File: src/rtl/lbdr_route_ctrl.sv
// lbdr_route_ctrl
//   Minimal LBDR routing controller for one input port of a 2D-mesh NoC
//   router. A HEADER flit's destination is compared against the local node
//   address. The result is reduced to a single one-hot output-port request,
//   which is held until the packet's TAIL is granted. Routing bits,
//   connectivity bits and the local address live in runtime-writable
//   registers. These registers reset to the parameter values and otherwise
//   change only on cfg_we_i.
//
//   Optional feature macro: LBDR_DEROUTE_EN
//     When defined, a header with no minimal candidate goes to the port
//     selected by cfg_dr, provided that port is connected. When undefined,
//     cfg_dr_i is accepted but ignored, and every unroutable header
//     raises route_err_o.
//
// Ports
//   clk_i        clock, rising edge
//   rst_i        asynchronous active-high reset
//   cfg_we_i     load cfg_* into the config registers
//   cfg_rxy_i    routing bits {Rsw,Rse,Rws,Rwn,Res,Ren,Rnw,Rne}
//   cfg_cx_i     connectivity bits {Cs,Cw,Ce,Cn}
//   cfg_addr_i   local node address {y,x}
//   cfg_dr_i     deroute port select 0=N 1=E 2=W 3=S
//   empty_i      input FIFO empty (flit_id_i/dst_addr_i invalid)
//   flit_id_i    flit type (`HEADER/`PAYLOAD/`TAIL)
//   dst_addr_i   destination {y,x}, used on HEADER only
//   grant_i      downstream accepted the current flit
//   req_valid_o  route held, req_port_o valid
//   req_port_o   one-hot {L,S,W,E,N}
//   route_err_o  one-cycle pulse on unroutable header or protocol violation
//
// State | meaning
//   IDLE   | no route held, waiting for a HEADER
//   ACTIVE | route held until a granted TAIL

`ifndef HEADER
`define HEADER 3'b001
`endif
`ifndef PAYLOAD
`define PAYLOAD 3'b010
`endif
`ifndef TAIL
`define TAIL 3'b100
`endif

module lbdr_route_ctrl #(
  parameter int unsigned X_W       = 2,
  parameter int unsigned Y_W       = 2,
  parameter logic [7:0]  RXY_INIT  = 8'd60,
  parameter logic [3:0]  CX_INIT   = 4'd15,
  parameter int unsigned ADDR_INIT = 5,
  parameter bit          XY_FIRST  = 1'b1,
  localparam int unsigned ADDR_W   = X_W + Y_W
) (
  input  logic              clk_i,
  input  logic              rst_i,
  input  logic              cfg_we_i,
  input  logic [7:0]        cfg_rxy_i,
  input  logic [3:0]        cfg_cx_i,
  input  logic [ADDR_W-1:0] cfg_addr_i,
  input  logic [1:0]        cfg_dr_i,
  input  logic              empty_i,
  input  logic [2:0]        flit_id_i,
  input  logic [ADDR_W-1:0] dst_addr_i,
  input  logic              grant_i,
  output logic              req_valid_o,
  output logic [4:0]        req_port_o,
  output logic              route_err_o
);

  typedef enum logic {IDLE = 1'b0, ACTIVE = 1'b1} state_t;

  state_t            state_q, state_d;
  logic [4:0]        req_port_q, req_port_d;
  logic              route_err_q, route_err_d;
  logic [7:0]        rxy_q;
  logic [3:0]        cx_q;
  logic [ADDR_W-1:0] addr_q;

  logic [X_W-1:0] x_cur, x_dst;
  logic [Y_W-1:0] y_cur, y_dst;
  logic n1, s1, e1, w1;
  logic cand_n, cand_e, cand_w, cand_s, cand_l;
  logic [4:0] sel;

  assign x_cur = addr_q[X_W-1:0];
  assign y_cur = addr_q[ADDR_W-1:X_W];
  assign x_dst = dst_addr_i[X_W-1:0];
  assign y_dst = dst_addr_i[ADDR_W-1:X_W];

  assign n1 = y_dst < y_cur;
  assign s1 = y_cur < y_dst;
  assign e1 = x_cur < x_dst;
  assign w1 = x_dst < x_cur;

  // rxy_q bit order: 0 Rne, 1 Rnw, 2 Ren, 3 Res, 4 Rwn, 5 Rws, 6 Rse, 7 Rsw
  assign cand_n = n1 & ((~e1 & ~w1) | (e1 & rxy_q[0]) | (w1 & rxy_q[1])) & cx_q[0];
  assign cand_e = e1 & ((~n1 & ~s1) | (n1 & rxy_q[2]) | (s1 & rxy_q[3])) & cx_q[1];
  assign cand_w = w1 & ((~n1 & ~s1) | (n1 & rxy_q[4]) | (s1 & rxy_q[5])) & cx_q[2];
  assign cand_s = s1 & ((~e1 & ~w1) | (e1 & rxy_q[6]) | (w1 & rxy_q[7])) & cx_q[3];
  assign cand_l = ~n1 & ~e1 & ~w1 & ~s1;

`ifdef LBDR_DEROUTE_EN
  logic [1:0] dr_q;
`else
  logic unused_cfg_dr;
  assign unused_cfg_dr = ^cfg_dr_i;
`endif

  // Reduce the candidate set to one port; bit order is {L,S,W,E,N}
  always_comb begin
    sel = '0;
    if (cand_l) begin
      sel = 5'b10000;
    end else if (XY_FIRST) begin
      if      (cand_e) sel = 5'b00010;
      else if (cand_w) sel = 5'b00100;
      else if (cand_n) sel = 5'b00001;
      else if (cand_s) sel = 5'b01000;
    end else begin
      if      (cand_n) sel = 5'b00001;
      else if (cand_s) sel = 5'b01000;
      else if (cand_e) sel = 5'b00010;
      else if (cand_w) sel = 5'b00100;
    end
`ifdef LBDR_DEROUTE_EN
    // The encodings of dr_q and cx_q line up (0=N 1=E 2=W 3=S).
    // The deroute port's request bit is therefore 1 << dr_q.
    if ((sel == 5'b00000) && cx_q[dr_q]) sel = 5'b00001 << dr_q;
`endif
  end

  always_comb begin
    state_d     = state_q;
    req_port_d  = req_port_q;
    route_err_d = 1'b0;
    case (state_q)
      IDLE: begin
        if (!empty_i) begin
          if (flit_id_i == `HEADER) begin
            if (sel != 5'b00000) begin
              state_d    = ACTIVE;
              req_port_d = sel;
            end else begin
              route_err_d = 1'b1;
            end
          end else begin
            route_err_d = 1'b1;
          end
        end
      end
      ACTIVE: begin
        if (!empty_i) begin
          if (flit_id_i == `HEADER) begin
            route_err_d = 1'b1;
          end else if ((flit_id_i == `TAIL) && grant_i) begin
            state_d    = IDLE;
            req_port_d = '0;
          end
        end
      end
      default: begin
        state_d    = IDLE;
        req_port_d = '0;
      end
    endcase
  end

  always_ff @(posedge clk_i or posedge rst_i) begin
    if (rst_i) begin
      state_q     <= IDLE;
      req_port_q  <= '0;
      route_err_q <= 1'b0;
    end else begin
      state_q     <= state_d;
      req_port_q  <= req_port_d;
      route_err_q <= route_err_d;
    end
  end

  // Config registers are written in any state. They are sampled only when
  // a HEADER is routed, so a held route never changes.
  always_ff @(posedge clk_i or posedge rst_i) begin
    if (rst_i) begin
      rxy_q  <= RXY_INIT;
      cx_q   <= CX_INIT;
      addr_q <= ADDR_W'(ADDR_INIT);
    end else if (cfg_we_i) begin
      rxy_q  <= cfg_rxy_i;
      cx_q   <= cfg_cx_i;
      addr_q <= cfg_addr_i;
    end
  end

`ifdef LBDR_DEROUTE_EN
  always_ff @(posedge clk_i or posedge rst_i) begin
    if (rst_i)         dr_q <= 2'd0;
    else if (cfg_we_i) dr_q <= cfg_dr_i;
  end
`endif

  assign req_valid_o = (state_q == ACTIVE);
  assign req_port_o  = req_port_q;
  assign route_err_o = route_err_q;

endmodule

File: config.mk
export PLATFORM = sky130hd
export DESIGN_NAME = lbdr_route_ctrl
export DESIGN_NICKNAME = d
export VERILOG_FILES = /design/src/rtl/lbdr_route_ctrl.sv
export SDC_FILE = /design/constraint.sdc
export NUM_CORES = 1
export LEC_CHECK = 0
export ABC_AREA = 0
export BUFFER_PORTS_ARGS = -buffer_cell sky130_fd_sc_hd__buf_2
export CORE_UTILIZATION = 49
export CTS_CLUSTER_SIZE = 10
export DETAILED_ROUTE_END_ITERATION = 10
export PLACE_DENSITY = 0.79
export SYNTH_ARGS = -nofsm -noshare
export SYNTH_HDL_FRONTEND = slang
export SYNTH_SLANG_ARGS = --single-unit
File: constraint.sdc
create_clock -name clk_i -period 2.6 [get_ports clk_i]
set_input_delay 0.13 -clock clk_i [delete_from_list [all_inputs] [get_ports clk_i]]
set_output_delay 0.13 -clock clk_i [all_outputs]
set_load 0.005 [all_outputs]
== After elaboration in Yosys (flattened, before gate mapping) ==
Index checks and enable logic that the tools add are counted.
Word-level totals
  bits of input ports: 30
  logic and storage cells: 80
  register bits after elaboration: 23
Cells by class
  reduce and logical (&&, ||, !) cells: 3
  equal/unequal tests: 8
  bitwise gates (word level): 34
  magnitude comparators: 4
  muxes and demuxes: 25
Operator list (count)
  $mux W5: 7
  $and A1 B1 Y1: 21
  $mux W4: 4
  $mux W1: 11
  $ne A2 B2 Y1 const B: 5
  $pmux W5 S2: 1
  $lt A2 B2 Y1: 4
  $or A1 B1 Y1: 8
  $reduce_and A6 Y1: 1
  $not A1 Y1: 5
  $reduce_bool A5 Y1: 1
  $pmux W1 S2: 2
  $eq A3 B1 Y1 const B: 1
  $eq A3 B3 Y1 const B: 1
  $ne A2 B1 Y1 const B: 1
  $logic_and A1 B1 Y1: 1

== Longest topological paths before layout ==
  word-level depth: 17
  gate-level depth with buffers: 8
  gate-level depth less buffers: 8

== Worst setup path before layout ==
OpenSTA, ideal clock, no wires.
  kind: register -> register
  from: register addr_q[2]
  to: register req_port_q[0] (netlist: req_port_o[0])
  required time: 2.505 ns
  arrival: 1.781 ns
  clock period less this slack: 1.876 ns
  cell stages (with the launch flop): 9
  path slack: 0.724 ns
  path buffers: 0
  cells stage by stage: dfstp_2 > inv_1 > ha_1 > nand2_1 > o21ai_0 > o2111ai_2 > o211ai_2 > o21ba_2 > o31ai_1
Between the ends
  cells in the longest elaborated chain, start to end: 14
  elaborated cells on any way between the ends: 36
  classes of those cells: order compare (2); eq/ne (1); mux (9); bitwise (22); reduce/logical (2)
RTL lines
  from (decl): RTL line 78  | logic [ADDR_W-1:0] addr_q;
  from (signal assigned): RTL line 187  | addr_q <= ADDR_W'(ADDR_INIT);
  from (signal assigned): RTL line 191  | addr_q <= cfg_addr_i;
  $lt A2 B2 Y1 (on tied branches): RTL line 91, 92
  $not A1 Y1: RTL line 98, 99, 101
  $and A1 B1 Y1: RTL line 98, 99
  $or A1 B1 Y1 (2 in a row): RTL line 99  | assign cand_w = w1 & ((~n1 & ~s1) | (n1 & rxy_q[4]) | (s1 & rxy_q[5])) & cx_q[2];
  $and A1 B1 Y1 (2 in a row): RTL line 99
  $mux W4: RTL line 117  | else if (cand_w) sel = 5'b00100;
  $mux W4: RTL line 116  | if (cand_e) sel = 5'b00010;
  $mux W5 (*): RTL line 113  | if (cand_l) begin
  $mux W5: RTL line 141  | if (sel != 5'b00000) begin
  $mux W5: RTL line 140  | if (flit_id_i == `HEADER) begin
  $mux W5: RTL line 139  | if (!empty_i) begin
  $pmux W5 S2: RTL line 137  | case (state_q)
  to (signal assigned): RTL line 176  | req_port_q <= req_port_d;
  to (decl): RTL line 74  | logic [4:0] req_port_q, req_port_d;
Every way passes the cells marked *; elsewhere a longest branch is shown, timed or not. The select of a mux whose other input is x is not followed.
A chain may end at the register's enable or synchronous reset.

== Worst setup path in the final report ==
Same ends and word-level chain as after synthesis.

==> impl_metrics.toml <==
[sta]
min_period_ns = 2.11
setup_viol = 0
tightest_slew_ns = 0.815
hold_violations = 0
final_max_slew_viol_count = 0
rsz0062_at_grt = "no"
post-route-period-util = 0.813
finalSetupTns_ns = 0
finalClockSkew_ns = 0.00440
slew_headroom = 0.456
fin_ws_ns = 0.485
max_clock_freq_ghz = 0.473

[logic_synthesis]
ys_top_cells_by_area = "dfrtp_1 28%, dfstp_2 22%, mux2_2 12%"
synth-seq-cells = 23
synth_cells = 107
synth_top_area_frac = 0.277
syn_area_per_cell_um2 = 11.0
synth_cell_type_count = 30
synthesis.area_um2 = 1170
yosys.area.top_type = "dfrtp_1"
yosys_warnings = 0
ys_seq_area_frac = 0.501
syn-num-nets = 141

[worst_setup_path]
cp-start-kind = "flop"
critPathRequiredTime_ns = 2.83
path_class = "flop to flop"
crit_slowest_cell = "dfstp_2"
worst_setup_path_end_kind = "flop"
path_cells = "inv_1 > ha_1 > nand2_1 > o21ai_0 > o2111ai_2 > o211ai_2 > o21ba_2 > o31ai_1"
crit_arrival_ns = 2.35
critical_path.max_stage_delay_ns = 0.54
cp_max_fo = 4

[placed_design]
placed_cell_area_um2 = 1370
gp_congestion = 0.799
preCtsSetupSlack_ns = 0.507
dp_hpwl_um = 1800
portBuffers = 34
place_inst = 166

[grt]
grt_pass1_vias = 897
grt_overflow = 0
grtUsageTotal = 0.202
antenna_found_initial = 0
grt_max_degree = 24
grt_pass1_wl_um = 3800

[clock_tree]
clock-root-buffer = "clkbuf_4"
cts.sinks = 23
clkLatencyLatePin_ns = 0.32
cts_resized = 0
clockBufferDepth = 2
cts-htree-levels = 1
cts_tree = "done"
postCtsSetupRepairBufs = 0
numCtsBuffers = 3
clkTransAtPathRegs_ns = 0.12

[finish]
design_area_um2 = 1410
ff_latch_area_um2 = 588
nets = 178
mostFrequentLayoutCells = "34 x buf_2, 13 x mux2_2, 13 x dfrtp_1"
multiInputGateArea_um2 = 541
num_antenna_cells = 0
final_cells = 171
drive_gt1_frac = 0.462
area_growth_pct = 19.6
final_common_cell = "buf_2"
fill_cells = 208

[power_and_ir_drop]
swShare = 0.302
power_frac_seq = 0.539
p_comb_frac = 0.270
leakagePower_nw = 0.682
cellPowerDensity_nw_per_um2 = 617
p_total_w = 0.000866
ir_worst_vdd_uv = 427
internal-power_w = 0.000605
switchingPower_w = 0.000262
clock_power_share = 0.191

[status]
status = "finished, final reports clean"

[floorplan]
die_w_um = 51.0
core_um2 = 2230
initial_core_util = 0.526
dieArea_um2 = 2600
rows = 17
io_pins = 37
die_h_um = 51.0

[route]
first_pass_iters = 4
num_vias = 941
wl_per_cell_um = 13.5
wl_um = 2310
remaining_drc_errors = 0
drt_iter0_markers = 14
ant_nets = 0
viasPerCell = 5.50

[hold_path]
hp-class = "input port to flop"

[flow_run]
drv_cap = 0
## final cells by class
type,count,area share
clock buffers,3,0.0160
clock inverters,1,0.00356
inverters,9,0.0240
multi-input cells,72,0.385
flip-flops and latches,23,0.419
well taps,28,0.0249
repair buffers,35,0.128
## power groups by stage
stage          Sequential [W]  Combinational, W  Clock, W
2_1_floorplan        0.000471          0.000143         0
3_3_place_gp         0.000470          0.000221         0
3_5_place_dp         0.000474          0.000233         0
4_1_cts              0.000468          0.000236  0.000166
5_1_grt              0.000476          0.000261  0.000185
6_report             0.000467          0.000234  0.000165
## routing by layer
layer | track usage | vias up | part of all wire
met5 | 0 | - | 0
met4 | 0.0833 | 0 | 0.024
met3 | 0.0387 | 8 | 0.067
met2 | 0.340 | 40 | 0.47
met1 | 0.251 | 439 | 0.44
li1 | - | 454 | -
## per-stage QoR
stage / hold slack [ns] / utilization
after floorplan: 0.125 / -
after global placement: 0.324 / 0.612
after detailed placement: 0.339 / 0.612
after CTS: 0.0127 / 0.629
after global routing: 0.00887 / 0.629
final: 0.00726 / 0.629
## synthesized netlist by cell type, drive strengths merged
library cell,n
or4,2
nor3,2
dfrtp,13
o211a,1
dfstp,10
o22ai,2
clkbuf,2
nand2b,1
nor2,7
o2111ai,1
or4bb,1
o21ai,9
ha,4
buf,1
or3,3
o31ai,2
a21oi,2
o31a,1
mux2,13
a32o,1
a211o,1
inv,9
o21ba,1
nand2,12
o311a,1
o311ai,1
nor2b,2
o211ai,1
a21boi,1
## worst paths after layout
path | start | to | slack (ns) | cells after the start
setup / recovery | addr_q[2] | req_port_o[0] | 0.49 | 8
setup reg to reg | addr_q[2] | req_port_o[0] | 0.49 | 8
hold / removal | cfg_addr_i[1] | addr_q[1] | 0.007 | 3
max in group asynchronous | rst_i | rxy_q[0] | 1.60 | 3
hold reg to reg | addr_q[2] | addr_q[2] | 0.51 | 2
min in group asynchronous | rst_i | route_err_o | 0.50 | 3
## cells by family (layout without fill, tap and decap cells)
group,after synthesis,count (layout),share of synthesized area
DFF,23,23,0.501
muxes,13,13,0.125
buffers and inverters,12,48,0.0394
AOI/OAI and AO/OA,25,25,0.157
and+or+nand+nor,30,30,0.136
adders and majority gates,4,4,0.0426
## repair_timing
item / CTS / global route
hold buffers: 1 / 0
setup endpoints to repair: 0 / 0
hold endpoints to repair: 13 / 0
## flip-flops by register name (all words and copies together) (netlist names)
| name | flops |
|---|---|
| addr_q | 4 |
| req_port_o | 5 |
| cx_q | 4 |
| rxy_q | 8 |
| req_valid_o | 1 |
| route_err_o | 1 |
## worst max-delay path: cells and delay by family (launching register included)
kind	cells	cell delay, ns
flip-flops	1	0.54
AO/OA/AOI/OAI	5	1.05
buffers and inverters	1	0.04
adder cells (fa/ha/maj)	1	0.26
AND/OR/NAND/NOR	1	0.14
Note: power is estimated with default switching activity, not from simulation.
